===== config.mk =====
export PLATFORM = sky130hd
export DESIGN_NAME = counter_ctrl
export DESIGN_NICKNAME = d
export VERILOG_FILES = /design/src/rtl/counter_ctrl.sv
export SDC_FILE = /design/constraint.sdc
export NUM_CORES = 1
export LEC_CHECK = 0
export ABC_AREA = 1
export CAP_MARGIN = 5
export CORE_ASPECT_RATIO = 0.8
export CORE_MARGIN = 1.5
export CORE_UTILIZATION = 55
export CTS_CLUSTER_DIAMETER = 200
export DETAILED_ROUTE_END_ITERATION = 10
export DONT_BUFFER_PORTS = 1
export PLACE_DENSITY_LB_ADDON = 0.15
export REMOVE_ABC_BUFFERS = 1
export SYNTH_ARGS = -nofsm -noshare
export SYNTH_HDL_FRONTEND = slang
export SYNTH_SLANG_ARGS = --single-unit

===== constraint.sdc =====
create_clock -name clk -period 1.3 [get_ports clk]
set_input_delay 0.13 -clock clk [delete_from_list [all_inputs] [get_ports clk]]
set_output_delay 0.13 -clock clk [all_outputs]
set_load 0.05 [all_outputs]

===== src/rtl/counter_ctrl.sv =====
// counter_ctrl: burst/prescale controller for the downstream 4-bit counter.
//
// Accepting a start latches a prescale divisor and a burst length. The block
// then issues one-cycle enable pulses every div_q+1 clocks. It stops when the
// burst completes or when an abort arrives, and then raises done for one cycle.
//
// Ports:
//   clk       - system clock; all state updates on the rising edge
//   rst       - synchronous active-low reset
//   start     - begin a burst (honoured only in IDLE)
//   abort     - terminate a burst (honoured only in RUN)
//   pre_div   - enable period minus 1, latched on an accepted start
//   burst_len - number of enable pulses, 0 = continuous; latched on start
//   en        - enable pulse to the downstream counter
//   busy      - high while in RUN
//   done      - one-cycle completion pulse
//   pulses    - en pulses issued in the current or most recent burst
module counter_ctrl #(
    parameter int PRE_W = 4,
    parameter int LEN_W = 8
) (
    input  logic             clk,
    input  logic             rst,
    input  logic             start,
    input  logic             abort,
    input  logic [PRE_W-1:0] pre_div,
    input  logic [LEN_W-1:0] burst_len,
    output logic             en,
    output logic             busy,
    output logic             done,
    output logic [LEN_W-1:0] pulses
);

    typedef enum logic [1:0] {
        IDLE = 2'd0,
        RUN  = 2'd1,
        DONE = 2'd2
    } state_t;

    state_t             state, state_d;
    logic [PRE_W-1:0]   div_q;
    logic [LEN_W-1:0]   len_q;
    logic [PRE_W-1:0]   pc;
    logic [LEN_W-1:0]   pulses_q;
    logic [LEN_W-1:0]   pulses_inc;
    logic               last_pulse;

    assign pulses_inc = pulses_q + 1'b1;
    // The final pulse of a finite burst; len_q == 0 means continuous mode.
    assign last_pulse = (len_q != '0) && (pulses_inc == len_q);
    assign pulses     = pulses_q;

    // State register
    always_ff @(posedge clk) begin
        if (!rst) state <= IDLE;
        else      state <= state_d;
    end

    // Next state and outputs. en is combinational from registered state,
    // so it is stable for the whole cycle. An abort in the same cycle masks it.
    always_comb begin
        state_d = state;
        en      = 1'b0;
        busy    = 1'b0;
        done    = 1'b0;
        unique case (state)
            IDLE: begin
                if (start) state_d = RUN;
            end
            RUN: begin
                busy = 1'b1;
                en   = (pc == div_q) && !abort;
                if (abort)                  state_d = DONE;
                else if (en && last_pulse)  state_d = DONE;
            end
            DONE: begin
                done    = 1'b1;
                state_d = IDLE;
            end
            default: state_d = IDLE;
        endcase
    end

    // Datapath: latched parameters, prescale count, pulse tally
    always_ff @(posedge clk) begin
        if (!rst) begin
            div_q    <= '0;
            len_q    <= '0;
            pc       <= '0;
            pulses_q <= '0;
        end else begin
            if (state == IDLE && start) begin
                div_q    <= pre_div;
                len_q    <= burst_len;
                pc       <= '0;
                pulses_q <= '0;
            end else if (state == RUN && !abort) begin
                if (en) begin
                    pc       <= '0;
                    pulses_q <= pulses_inc;
                end else begin
                    pc       <= pc + 1'b1;
                end
            end
        end
    end

endmodule


# After elaboration in Yosys (flattened, before gate mapping)
# Index checks and enable logic that the tools add are counted.
dict set report classes {
  add_sub_neg 2
  n_eq_ne 6
  n_mux 8
  bitwise 1
  reduce_logical 11
}
# operator count
set op_table {}
lappend op_table {{8-bit by 1-bit adder with 8-bit output (second input constant)} 1}
lappend op_table {{8-bit == test} 1}
lappend op_table {{8-bit nonzero test} 1}
lappend op_table {{2-bit two-way mux} 3}
lappend op_table {{1-bit logical AND} 5}
lappend op_table {{4-bit by 1-bit adder with 4-bit output (second input constant)} 1}
lappend op_table {{4-bit == test} 1}
lappend op_table {{4-bit two-way mux} 1}
lappend op_table {{2-bit case mux with 2 select lines} 1}
lappend op_table {{2-bit AND reduction} 2}
lappend op_table {{1-bit two-way mux} 3}
lappend op_table {{3-bit inequality test (second input constant)} 1}
lappend op_table {{2-bit by 1-bit == test with 1-bit output (second input constant)} 1}
lappend op_table {{2-bit == test (second input constant)} 1}
lappend op_table {{2-bit zero test} 1}
lappend op_table {{2-bit inequality test (second input constant)} 1}
lappend op_table {{2-bit OR reduction} 1}
lappend op_table {{1-bit zero test} 1}
lappend op_table {{1-bit NOT} 1}
dict set report word_totals {
  reg_bits 26
  inputBits 16
  out_inout_bits 11
}

# Logic depth before layout (Yosys ltp)
dict set report depth {
  ltp_word 7
  ltp_mapped 13
}

# Worst setup path after synthesis
# Ideal clock, no wire load.
dict set report synth_timing {
  kind {reg2reg}
  startpoint {reg pulses_q[1] (netlist: pulses[1])}
  endpoint {reg state[1]}
  arrival_time_ps 1778
  required_time_ps 1236
  slack_ps -542
  path_stages_with_launch 14
  path_buffers 0
  synth_period_minus_slack_ps 1842
  path_cell_list {dfxtp_1 ha_1 nand2_1 inv_2 nand3_1 nand2_1 nand2_1 nand2_1 nand2_1 nor2_1 nand2_1 nand2_1 nand2_1 nor2_2}
}
dict set report synth_between {
  elab_chain_len 6
}
# element line
set synth_lines {}
lappend synth_lines {{from (decl)} 44} ;# logic [LEN_W-1:0] pulses_q;
lappend synth_lines {{from (signal assigned)} 100} ;# pulses_q <= pulses_inc;
lappend synth_lines {{8-bit by 1-bit adder with 8-bit output} 48} ;# assign pulses_inc = pulses_q + 1'b1;
lappend synth_lines {{8-bit == test} 50} ;# assign last_pulse = (len_q != '0) && (pulses_inc == len_q);
lappend synth_lines {{1-bit logical AND} 50}
lappend synth_lines {{1-bit logical AND} 74} ;# else if (en && last_pulse) state_d = DONE;
lappend synth_lines {{3-bit inequality test (no source line)} -}
lappend synth_lines {{2-bit AND reduction (no source line)} -}
lappend synth_lines {{to (signal assigned)} 56} ;# else state <= state_d;
lappend synth_lines {{to (decl)} 40} ;# state_t state, state_d;
# Every way passes these cells.
# A chain may end at the register's enable or synchronous reset.

# Worst setup path after layout
dict set report layout_timing {
  startpoint {reg pulses_q[0] (netlist: pulses[0])}
  endpoint {reg state[1]}
}
dict set report layout_between {
  elab_chain_len 6
}
# element line
set layout_lines {}
lappend layout_lines {{8-bit by 1-bit adder with 8-bit output} 48}
lappend layout_lines {{named net pulses_inc[1]} 45} ;# logic [LEN_W-1:0] pulses_inc;
lappend layout_lines {{8-bit == test} 50}
lappend layout_lines {{1-bit logical AND} 50}
lappend layout_lines {{1-bit logical AND} 74}
lappend layout_lines {{3-bit inequality test (no source line)} -}
lappend layout_lines {{2-bit AND reduction (no source line)} -}
# The timed path passes the listed nets, and every way through them passes these cells.

==> metrics <==
PwrDens 844 nW/um^2; max-cap violations 0; # port buffers 0; vias in the first global route between 1,000 and 1,500; flop-to-flop setup slack -0.31 ns; met2 WL 1.89 mm; period utilization 124%; Die Wd between 50 and 60 um; asr flop ratio synth 0%; worst slew pin tran between 0.2 and 0.3 ns; overall power 1580 uW; met1 WL about 1.6 mm; worst hold-check slack -0.0789 ns; Starting Density a little under three fifths; H-tree depth 1; CP delay by family, top simple AND/OR/NAND/NOR gates; Post-DRT Antenna Nets 0; number of CTS-inserted buffers 3; CP Capture Type flip-flop; TritonRoute pass-1 iters 4; post-layout util between 70 and 80%; reg2reg start pulses[0]; vias 1,488; metal3 WL just under 200 um; Top Metal Used met4; outcome finished with violations; FMAX just over 600 MHz; area grow syn2layout 36.1%; CP max FO 2; DRC 0; Worst-Skew Late Latency about 0.32 ns; Final GP Congestion roughly 0.8; Yosys reg bits 26; Final setup violation count 13; required time of the critical path 1.58 ns; Post-Route WL ~3.8 mm; Worst Setup Slack, final -0.307 ns; Critical Path Max Stage Delay ~0.36 ns; Slew HR a little over 80%; WP depth 13; clock slew at reported path FFs approximately 0.14 ns; GR Util All Layers 25.6%; layout net count roughly 270; Post-synth EDFFs 0; Max IR drop VDD 0.730 mV; Fin. Hold Viols 13; grt total ovfl 0; Root Buffer clkbuf_4; Final Max Tran Viols 0; CP max-delay cell dfxtp_2; failing checks hold timing, setup timing; Bufs on Longest Clock Path 2; R2R depth 13; initial DRC count between 50 and 60; Seq/Total Area, Yosys a little under two fifths; ant diodes 0; Hold/Removal Path Class input pin to flip-flop; Setup crit start kind flip-flop; Max Clock Skew ~0.0094 ns; largest net degree at the start of global routing 24; Die Y 47.7 um; hpwl dp approximately 2.5 mm; Clock Sink Count 26; post-synthesis cell type count 20; Synth Cell Area between 1000 and 1500 um^2; TritonCTS clock tree done; Yosys warning count 0; share of cells above drive strength 1 35.1%; DR WL/cell 13.7 um; Pleak 0.000849 uW; Main synth FF type dfxtp_1; Die ar. 2810 um^2; worst path cell trace ha_4 -> inv_2 -> nand2_1 -> nand2_1 -> nor2_1 -> nand2_1 -> nor2_2 -> nand3_1 -> nor2_1 -> nand2_1 -> nand2_1 -> nand2_1 -> nor2_2; Via-to-Cell Ratio around 5.4; CP Capture Point state[1]; critical path type flip-flop to flip-flop; crit path from pulses[0]; Rows 16; first-pass GRT wire length ~5.3 mm; Critical Path Most Common Cell nand2_1; r2r endpoint state[1]; RSZ-0062 raised after global routing true; initial antenna violation count 0; post-synthesis cell count 215; IO Count 27; Worst Path Buf+Inv 1; FILL cells 173; total core area ~2400 um^2; Syn Area/Cell 6.40 um^2; Data arrival, critical path around 1.9 ns; fin crit period around 1.6 ns
[area by class of cell]
cell class / instances / area [um^2] / share of cell area [%]
sequential: 26 / 531 / 28.3
tap: 27 / 33.8 / 1.80
timing repair buffer: 37 / 333 / 17.8
clock buffer: 3 / 22.5 / 1.20
inverter: 34 / 130 / 6.95
multi-input combinational: 151 / 823 / 44.0
[cells in the mapped netlist, types with 2 or more instances]
master     n  share of area (%)
nor2_2     4                1.8
o21ai_0   21                7.6
nor2_4     2                1.6
nor2_1    17                4.6
nand3_1   17                6.2
dfxtp_1   26                 38
o21ai_1    2               0.73
clkbuf_1   2               0.55
inv_1     31                8.5
nand2_1   55                 15
nand2_2    3                1.4
ha_1       2                1.8
a21oi_1   24                8.7
inv_2      3               0.82
[through the flow]
step | setup slack (ns) | instance area, um^2 | instances | setup TNS (ns) | hold WS (ns)
6_report | -0.307 | 1870 | 278 | -1.67 | -0.0789
4_1_cts | -0.241 | 1790 | 278 | -1.41 | -0.0783
3_3_place_gp | -0.168 | 1630 | 269 | -0.821 | 0.270
2_1_floorplan | -0.575 | 1350 | 211 | -6.19 | 0.266
5_1_grt | -0.420 | 1870 | 278 | -2.49 | -0.0865
3_5_place_dp | -0.291 | 1630 | 269 | -1.21 | 0.278
[power by group]
part           switching (uW)  total (uW)  internal [uW]
logic                     226         368            141
clock network             235         344            109
registers                27.4         870            842
[metal layers]
layer / up-vias / track usage, %
met5: - / 0
met2: 53 / 47.3
met3: 10 / 6.49
met4: 0 / 5.00
met1: 665 / 31.1
li1: 760 / -
[worst min path at each step]
stage          cells after the start  from       end  slack (ns)
5_1_grt                            2   rst  div_q[1]       -0.09
3_5_place_dp                       2   rst  div_q[3]        0.28
2_1_floorplan                      2   rst  div_q[1]        0.27
3_3_place_gp                       2   rst  div_q[3]        0.27
4_1_cts                            2   rst  len_q[3]       -0.08
6_report                           2   rst  len_q[3]       -0.08
[registers in the layout, summed over array words and instances (netlist names)]
register  count
div_q         4
len_q         8
pc            4
pulses        8
state         2
[cell families (layout without fill, tap and decap cells)]
logic type / after synthesis / in the layout / synth area share [%]
compound gates: 47 / 47 / 17.1
fa+ha+maj: 2 / 2 / 1.82
buf+inv: 38 / 74 / 10.9
flops: 26 / 26 / 37.8
simple gates: 102 / 102 / 32.4
[layout by cell type, fill, tap and decap left out]
cell type | synthesis | routed
a21oi_1 | 24 | 20
buf_8 | 0 | 1
o21ai_0 | 21 | 15
dfxtp_1 | 26 | 18
o21ai_2 | 0 | 5
o21ai_4 | 0 | 1
ha_1 | 2 | 1
nor3_1 | 1 | 1
or2_1 | 1 | 1
nand3_1 | 17 | 13
buf_4 | 0 | 28
nand3_4 | 0 | 1
nand2_4 | 0 | 1
nand2_2 | 3 | 6
inv_1 | 31 | 25
nor2_2 | 4 | 4
buf_12 | 0 | 2
nand3_2 | 0 | 3
ha_4 | 0 | 1
clkbuf_4 | 0 | 3
nand2_1 | 55 | 51
nor2_4 | 2 | 4
a21oi_2 | 0 | 4
buf_6 | 1 | 6
nand4_1 | 1 | 1
or2_4 | 0 | 1
o21ai_1 | 2 | 2
nor2_1 | 17 | 15
inv_2 | 3 | 8
inv_4 | 0 | 1
dfxtp_2 | 0 | 8
[timing repair]
item / 4_1_cts / 5_1_grt
endpoints found under the setup margin: 11 / 15
buffers inserted: 6 / 1
resized for setup: 33 / 27
pin swaps: 10 / 12
endpoints found under the hold margin: 14 / 14
Note: power is estimated with default switching activity, not from simulation.
